[src/rtl/mul_shift_add_pkg.sv]
// Shared definitions for the shift-and-add multiplier.
// Holds the default operand width and the FSM state encoding.
package mul_shift_add_pkg;

  localparam int DEF_WIDTH = 16;

  typedef enum logic [1:0] {
    IDLE   = 2'd0,
    LOAD_B = 2'd1,
    CALC   = 2'd2,
    DONE   = 2'd3
  } state_t;

endpackage

[src/rtl/mul_controller.sv]
// Multiplier controller FSM (IDLE, LOAD_B, CALC, DONE).
// Ports: start and datapath flags in; load/calc enables, busy, done out.
module mul_controller
  import mul_shift_add_pkg::*;
(
  input  logic clock,
  input  logic reset,
  input  logic start,
  input  logic b_zero,
  input  logic q_next_zero,
  output logic load_a,
  output logic load_b,
  output logic calc,
  output logic busy,
  output logic done
);

  state_t state;
  state_t state_nx;

  always_ff @(posedge clock) begin
    if (reset)
      state <= IDLE;
    else
      state <= state_nx;
  end

  always_comb begin
    state_nx = state;
    load_a   = 1'b0;
    load_b   = 1'b0;
    calc     = 1'b0;
    busy     = 1'b0;
    done     = 1'b0;
    unique case (state)
      IDLE: begin
        if (start) begin
          load_a   = 1'b1;
          state_nx = LOAD_B;
        end
      end
      LOAD_B: begin
        load_b   = 1'b1;
        busy     = 1'b1;
        state_nx = b_zero ? DONE : CALC;
      end
      CALC: begin
        calc     = 1'b1;
        busy     = 1'b1;
        state_nx = q_next_zero ? DONE : CALC;
      end
      DONE: begin
        done     = 1'b1;
        state_nx = IDLE;
      end
      default: state_nx = IDLE;
    endcase
  end

endmodule

[src/rtl/mul_datapath.sv]
// Multiplier datapath: M, Q, P, iteration counter, adder and shifters.
// Ports: enables from controller in; b_zero/q_next_zero flags, product, iter_count out.
module mul_datapath
  import mul_shift_add_pkg::*;
#(
  parameter int WIDTH = DEF_WIDTH,
  parameter int CW    = $clog2(WIDTH) + 1
) (
  input  logic               clock,
  input  logic               reset,
  input  logic               load_a,
  input  logic               load_b,
  input  logic               calc,
  input  logic [WIDTH-1:0]   data_in,
  output logic               b_zero,
  output logic               q_next_zero,
  output logic [2*WIDTH-1:0] product,
  output logic [CW-1:0]      iter_count
);

  logic [2*WIDTH-1:0] m;
  logic [2*WIDTH-1:0] p;
  logic [WIDTH-1:0]   q;
  logic [CW-1:0]      iter;

  always_ff @(posedge clock) begin
    if (reset) begin
      m    <= '0;
      p    <= '0;
      q    <= '0;
      iter <= '0;
    end else if (load_a) begin
      m    <= {{WIDTH{1'b0}}, data_in};
      p    <= '0;
      iter <= '0;
    end else if (load_b) begin
      q <= data_in;
    end else if (calc) begin
      if (q[0])
        p <= p + m;
      m    <= m << 1;
      q    <= q >> 1;
      iter <= iter + 1'b1;
    end
  end

  // Lets the controller stop as soon as no multiplier bits remain.
  assign q_next_zero = ((q >> 1) == '0);
  assign b_zero      = (data_in == '0);
  assign product     = p;
  assign iter_count  = iter;

endmodule

[src/rtl/mul_shift_add.sv]
// Sequential unsigned shift-and-add multiplier, operands on shared data_in.
// Ports: clock, reset, start, data_in in; busy, done, product, iter_count out.
module mul_shift_add
  import mul_shift_add_pkg::*;
#(
  parameter int WIDTH = DEF_WIDTH
) (
  input  logic                     clock,
  input  logic                     reset,
  input  logic                     start,
  input  logic [WIDTH-1:0]         data_in,
  output logic                     busy,
  output logic                     done,
  output logic [2*WIDTH-1:0]       product,
  output logic [$clog2(WIDTH):0]   iter_count
);

  logic load_a;
  logic load_b;
  logic calc;
  logic b_zero;
  logic q_next_zero;

  mul_controller u_ctrl (
    .clock       (clock),
    .reset       (reset),
    .start       (start),
    .b_zero      (b_zero),
    .q_next_zero (q_next_zero),
    .load_a      (load_a),
    .load_b      (load_b),
    .calc        (calc),
    .busy        (busy),
    .done        (done)
  );

  mul_datapath #(
    .WIDTH (WIDTH),
    .CW    ($clog2(WIDTH) + 1)
  ) u_dp (
    .clock       (clock),
    .reset       (reset),
    .load_a      (load_a),
    .load_b      (load_b),
    .calc        (calc),
    .data_in     (data_in),
    .b_zero      (b_zero),
    .q_next_zero (q_next_zero),
    .product     (product),
    .iter_count  (iter_count)
  );

endmodule

[config.mk]
export PLATFORM = sky130hd
export DESIGN_NAME = mul_shift_add
export DESIGN_NICKNAME = d
export VERILOG_FILES = /design/src/rtl/mul_shift_add_pkg.sv /design/src/rtl/mul_controller.sv /design/src/rtl/mul_datapath.sv /design/src/rtl/mul_shift_add.sv
export SDC_FILE = /design/constraint.sdc
export NUM_CORES = 1
export LEC_CHECK = 0
export ABC_CLOCK_PERIOD_IN_PS = 2700
export CAP_MARGIN = 25
export CORE_MARGIN = 2
export CORE_UTILIZATION = 45
export CTS_CLUSTER_DIAMETER = 30
export DETAILED_ROUTE_END_ITERATION = 12
export PLACE_DENSITY_LB_ADDON = 0.25
export SYNTH_ARGS = -nofsm -noshare
export SYNTH_HDL_FRONTEND = slang
export SYNTH_SLANG_ARGS = --single-unit
[constraint.sdc]
create_clock -name clock -period 2.7 [get_ports clock]
set_clock_uncertainty 0.15 [all_clocks]
set_input_delay 0.54 -clock clock [delete_from_list [all_inputs] [get_ports clock]]
set_output_delay 0.54 -clock clock [all_outputs]
set_load 0.05 [all_outputs]
-- Yosys cells after proc, flatten, opt, wreduce, memory -nomap -nowiden
Cells that the tools add are included.
- register bits after elaboration: 87
- bits of input ports: 19
- output and inout port bits: 39
- word-level logic and storage cells: 41
- add/sub/neg operators: 2
- eq/ne operators: 5
- muxes and demuxes: 15
- bitwise operators: 2
- reductions and logical operators: 11
- operators with widths (operator ; number):
    $mux 16 ; 5
    $add 32x32->32 ; 1
    $logic_not 16->1 ; 2
    $mux 1 ; 8
    $pmux 2 s4 ; 1
    $reduce_and 2->1 ; 3
    $add 5x1->5 const B ; 1
    $eq 2x2->1 const B ; 2
    $ne 2x2->1 const B ; 2
    $reduce_bool 2->1 ; 2
    $reduce_or 2->1 ; 2
    $reduce_and 3->1 ; 1
    $eq 2x1->1 const B ; 1
    $logic_not 2->1 ; 1
    $mux 2 ; 1
    $not 1->1 ; 2

-- Depth between registers and ports, before layout
Gate-level depths: netlist of run 1.
- word-level depth: 5
- mapped depth: 10
- mapped depth without buffers: 10

-- Cells and area by module
A second synthesis of run 1 with hierarchy kept.
- cell total of the unflattened synthesis: 705
- area, all modules: 5387.7 um^2
- by module, submodules not included (module ; times used ; cells an instance ; area each (um^2) ; sequential area each (um^2)):
    mul_datapath ; 1 ; 689 ; 5230.0 ; 1701.6
    mul_controller ; 1 ; 16 ; 157.7 ; 40.0

-- Worst setup path before layout of run 1
No wires, ideal clock.
- path type: register to register
- from: register u_dp.p[0] (netlist: u_dp.product[0])
- to: register u_dp.p[26] (netlist: u_dp.product[26])
- library setup time: 117 ps
- arrival: 2666 ps
- required time: 2433 ps
- path slack: -233 ps
- cell stages (with the launch flop): 11
- path buffers: 0
- period minus slack after synthesis: 2933 ps
- cell sequence: dfxtp_1 > ha_1 > fa_1 > a21oi_1 > o21ai_1 > a21o_1 > a31o_1 > or3_1 > a31oi_1 > mux2i_1 > nand2_1
- longest elaborated chain between the ends: 1
- ends and longest elaborated chain (element ; RTL line ; RTL):
    from (decl) ; mul_datapath.sv:22 ; logic [2*WIDTH-1:0] p;
    from (signal assigned) ; mul_datapath.sv:40 ; p <= p + m;
    $add 32x32->32 ; mul_datapath.sv:40 ;
No other way between the ends.
A chain may end at the register's enable or synchronous reset.

-- Worst setup path after layout of run 1
- from: register u_dp.p[0] (netlist: u_dp.product[0])
- to: register u_dp.p[24] (netlist: u_dp.product[24])
The elaborated chain is that of the path after synthesis.

==> metrics.md, run 1 <==
| Metric | Value |
|---|---|
| Status | finished clean |
| Final setup TNS | 0 ps |
| Startpoint Class | flip-flop |
| Critical Path Fanout Max | 3 |
| Power Internal | 2900 µW |
| YS warnings | 0 |
| Psw | 1860 µW |
| Clock network fraction of design power | 25.2% |
| Fin nets | 751 |
| Max-slew violations | 0 |
| Power per cell area | 743 nW/µm² |
| Global-route wire length before repair | 22700 µm |
| Clk_lat worst skew | 350 ps |
| Async SR Flop Fraction | 0% |
| Clock net sink count | 87 |
| Clock tree buffer depth | 2 |
| DR iter-0 viols | 249 |
| Combinational Power Share | 39.1% |
| Die Area | 12400 µm² |
| Maxcap violations | 0 |
| Number of diodes | 0 |
| Die Wd | 111 µm |
| Total power | 4760 µW |
| Cells after synthesis | 629 |
| Vias in the first global route | 4688 |
| Core area | 11300 µm² |
| Synth Net Count | 687 |
| Gr ovfl total | 0 |
| Slew @ Worst Pin | 616 ps |
| Hold Fails Final Rpt | 0 |
| P&R area growth vs syn | 23.6% |
| Die H | 111 µm |
| First-pass DRT Iterations | 5 |
| LEAKAGE | 0.00255 µW |
| Syn avg cell area | 8.24 µm² |
| Most common library cell in the layout ignoring fill and taps | nor2_1 |
| Worst setup EP type | flip-flop |
| Register bit total from synthesis | 87 |
| Most frequent cells in the layout | 78 x nor2_1, 77 x dfxtp_1, 72 x nand2_1 |
| CTS Buf Count | 9 |
| Starting density of the core | 45.8% |
| Final GP Congestion | 0.914 |
| WP data required | 2790 ps |
| Worst vdd ir | 0.598 mV |
| Root Buffer | clkbuf_16 |
| Crit share post-route | 99.0% |
| CTS tree | yes |
| Vias per cell | 5.85 |
| Synthesized area | 5180 µm² |
| Fillers | 1058 |
| Sw frac | 39.1% |
| Unique masters post-synth | 57 |
| H-tree depth | 3 |
| Routed Antenna Nets | 0 |
| Highest Clock Rate | 374 MHz |
| Pin count of the biggest net entering global routing | 33 |
| DR DRC count | 0 |
| GR Util All Layers | 22.4% |
| RSZ-0062 raised after global routing | true |
| Fin util | 56.6% |
| CTS clk-pin slew, worst paths | 60 ps |
| Crit path time final | 2670 ps |
| Rows | 39 |
| Final Setup Violations | 0 |
| HP Class | flip-flop to flip-flop |
| Initial antenna violation count | 0 |
| Via count | 4917 |
| Sequential element share of the synthesized area | 33.6% |
| Crit Path Category | flip-flop to flip-flop |
| HPWL Detailed | 10300 µm |
| Top FF cell, synth | dfxtp_1 |
| Share of layout cells above drive strength 1 | 12.2% |
| I/O Buffers | 57 |
| WL/cell | 16.5 µm |
| Slew margin rel. | 58.8% |
| Total routed wirelength | 13800 µm |
| Number of synthesized flops with an enable pin | 0 |
| CP Data Arrival Time | 2760 ps |
| Io pins | 58 |
| Seq pwr share | 35.7% |
layout make-up:
type | instances | area (µm²) | share of cell area, %
Clock buffer | 11 | 253 | 3.94
Sequential cell | 87 | 1760 | 27.4
Clock inverter | 5 | 31.3 | 0.488
Tap cell | 143 | 179 | 2.79
Inverter | 4 | 15.0 | 0.234
Timing Repair Buffer | 92 | 831 | 13.0
Multi-Input combinational cell | 499 | 3340 | 52.2
through the flow:
step                std cells  cell area (µm²)  hold WS (ps)  setup WS [ps]
global route              841             6410           334          -67.3
finish                    841             6410           318           28.1
floorplan                 629             5210           308         -0.739
global placement          820             6030           300           30.4
CTS                       837             6330           317           1.99
detailed placement        820             6030           304          -45.2
logic make-up (layout without fill, tap and decap cells):
group / after synthesis / in the layout / share of synthesized area, %
compound gates: 168 / 168 / 22.0
xor+xnor: 25 / 25 / 4.22
fa+ha+maj: 39 / 39 / 9.56
buf+inv: 43 / 112 / 3.26
flops: 87 / 87 / 33.6
mux: 34 / 34 / 6.56
simple gates: 233 / 233 / 20.8
final timing paths:
check	slack [ps]	cells past startpoint	end	start
max	30	10	u_dp.product[24]$_SDFFE_PP0P_	u_dp.product[0]$_SDFFE_PP0P_
min	320	2	u_dp.product[20]$_SDFFE_PP0P_	u_dp.product[20]$_SDFFE_PP0P_
max reg2reg	30	10	u_dp.product[24]$_SDFFE_PP0P_	u_dp.product[0]$_SDFFE_PP0P_
min reg2reg	320	2	u_dp.product[20]$_SDFFE_PP0P_	u_dp.product[20]$_SDFFE_PP0P_
cell usage after synthesis (3+ instances only):
master,n,share of area [%]
o21ai_0,22,2.1
a21o_1,17,2.5
nand3_1,31,3.0
nand2b_1,4,0.48
and3_1,5,0.60
inv_1,4,0.29
buf_2,6,0.58
a311oi_1,16,2.7
o21a_1,4,0.58
nor4_1,9,1.1
or3_1,6,0.72
a211oi_1,19,2.8
a21oi_1,48,4.6
nor2_1,78,5.6
nand2_1,72,5.2
a31oi_1,9,1.1
dfxtp_1,87,34
a21oi_2,4,0.68
mux2i_1,34,6.6
xor2_1,11,1.9
and2_1,5,0.60
nand4_1,6,0.72
xnor2_1,14,2.4
a211o_1,3,0.51
o21bai_1,5,0.72
buf_1,5,0.36
nor3_1,4,0.39
ha_1,38,9.2
clkbuf_1,28,2.0
o21ai_1,3,0.29
worst max-delay path, cell delays in order, from the launching register on:
cell and delay (ps):
dfxtp_4 360, ha_4 160, fa_2 360, a21oi_2 170, o21ai_1 80, a21o_1 220
a41o_1 280, nand4_2 120, a211oi_2 90, or3_1 360, a32o_1 230
metal layers:
metal / track usage, % / share of wire, % / vias to the layer above
li1: - / - / 2428
met1: 28.4 / 45 / 2336
met2: 38.3 / 49 / 124
met3: 2.99 / 3.7 / 29
met4: 9.55 / 2.7 / 0
met5: 0 / 0 / -
state kept, by name, summed over array words and instances (netlist names):
name and count:
u_ctrl.state 2, u_dp.iter_count 5, u_dp.m 32, u_dp.product 32
u_dp.q 16
repair_timing:
item / 4_1_cts / 5_1_grt
setup buffers: 1 / 4
endpoints found under the setup margin: 3 / 9
gates resized for setup: 2 / 10
pin swaps: 2 / 6
hold buffers: 0 / 0
power groups by stage:
stage	clock network, µW	registers [µW]	logic [µW]
after detailed placement	0	1720	1850
after floorplan	0	1690	1390
after global placement	0	1710	1800
after global routing	1280	1730	2070
after CTS	1220	1700	1860
final	1200	1700	1860
Power figures use the tool's default switching activity.
==> inputs of run 2 (changes only) <==
- CTS_CLUSTER_DIAMETER: 30 -> 200
- SLEW_MARGIN: default -> 10
==> results of run 2 <==
The final DEF is identical to that of run 1; final timing and power are the same.
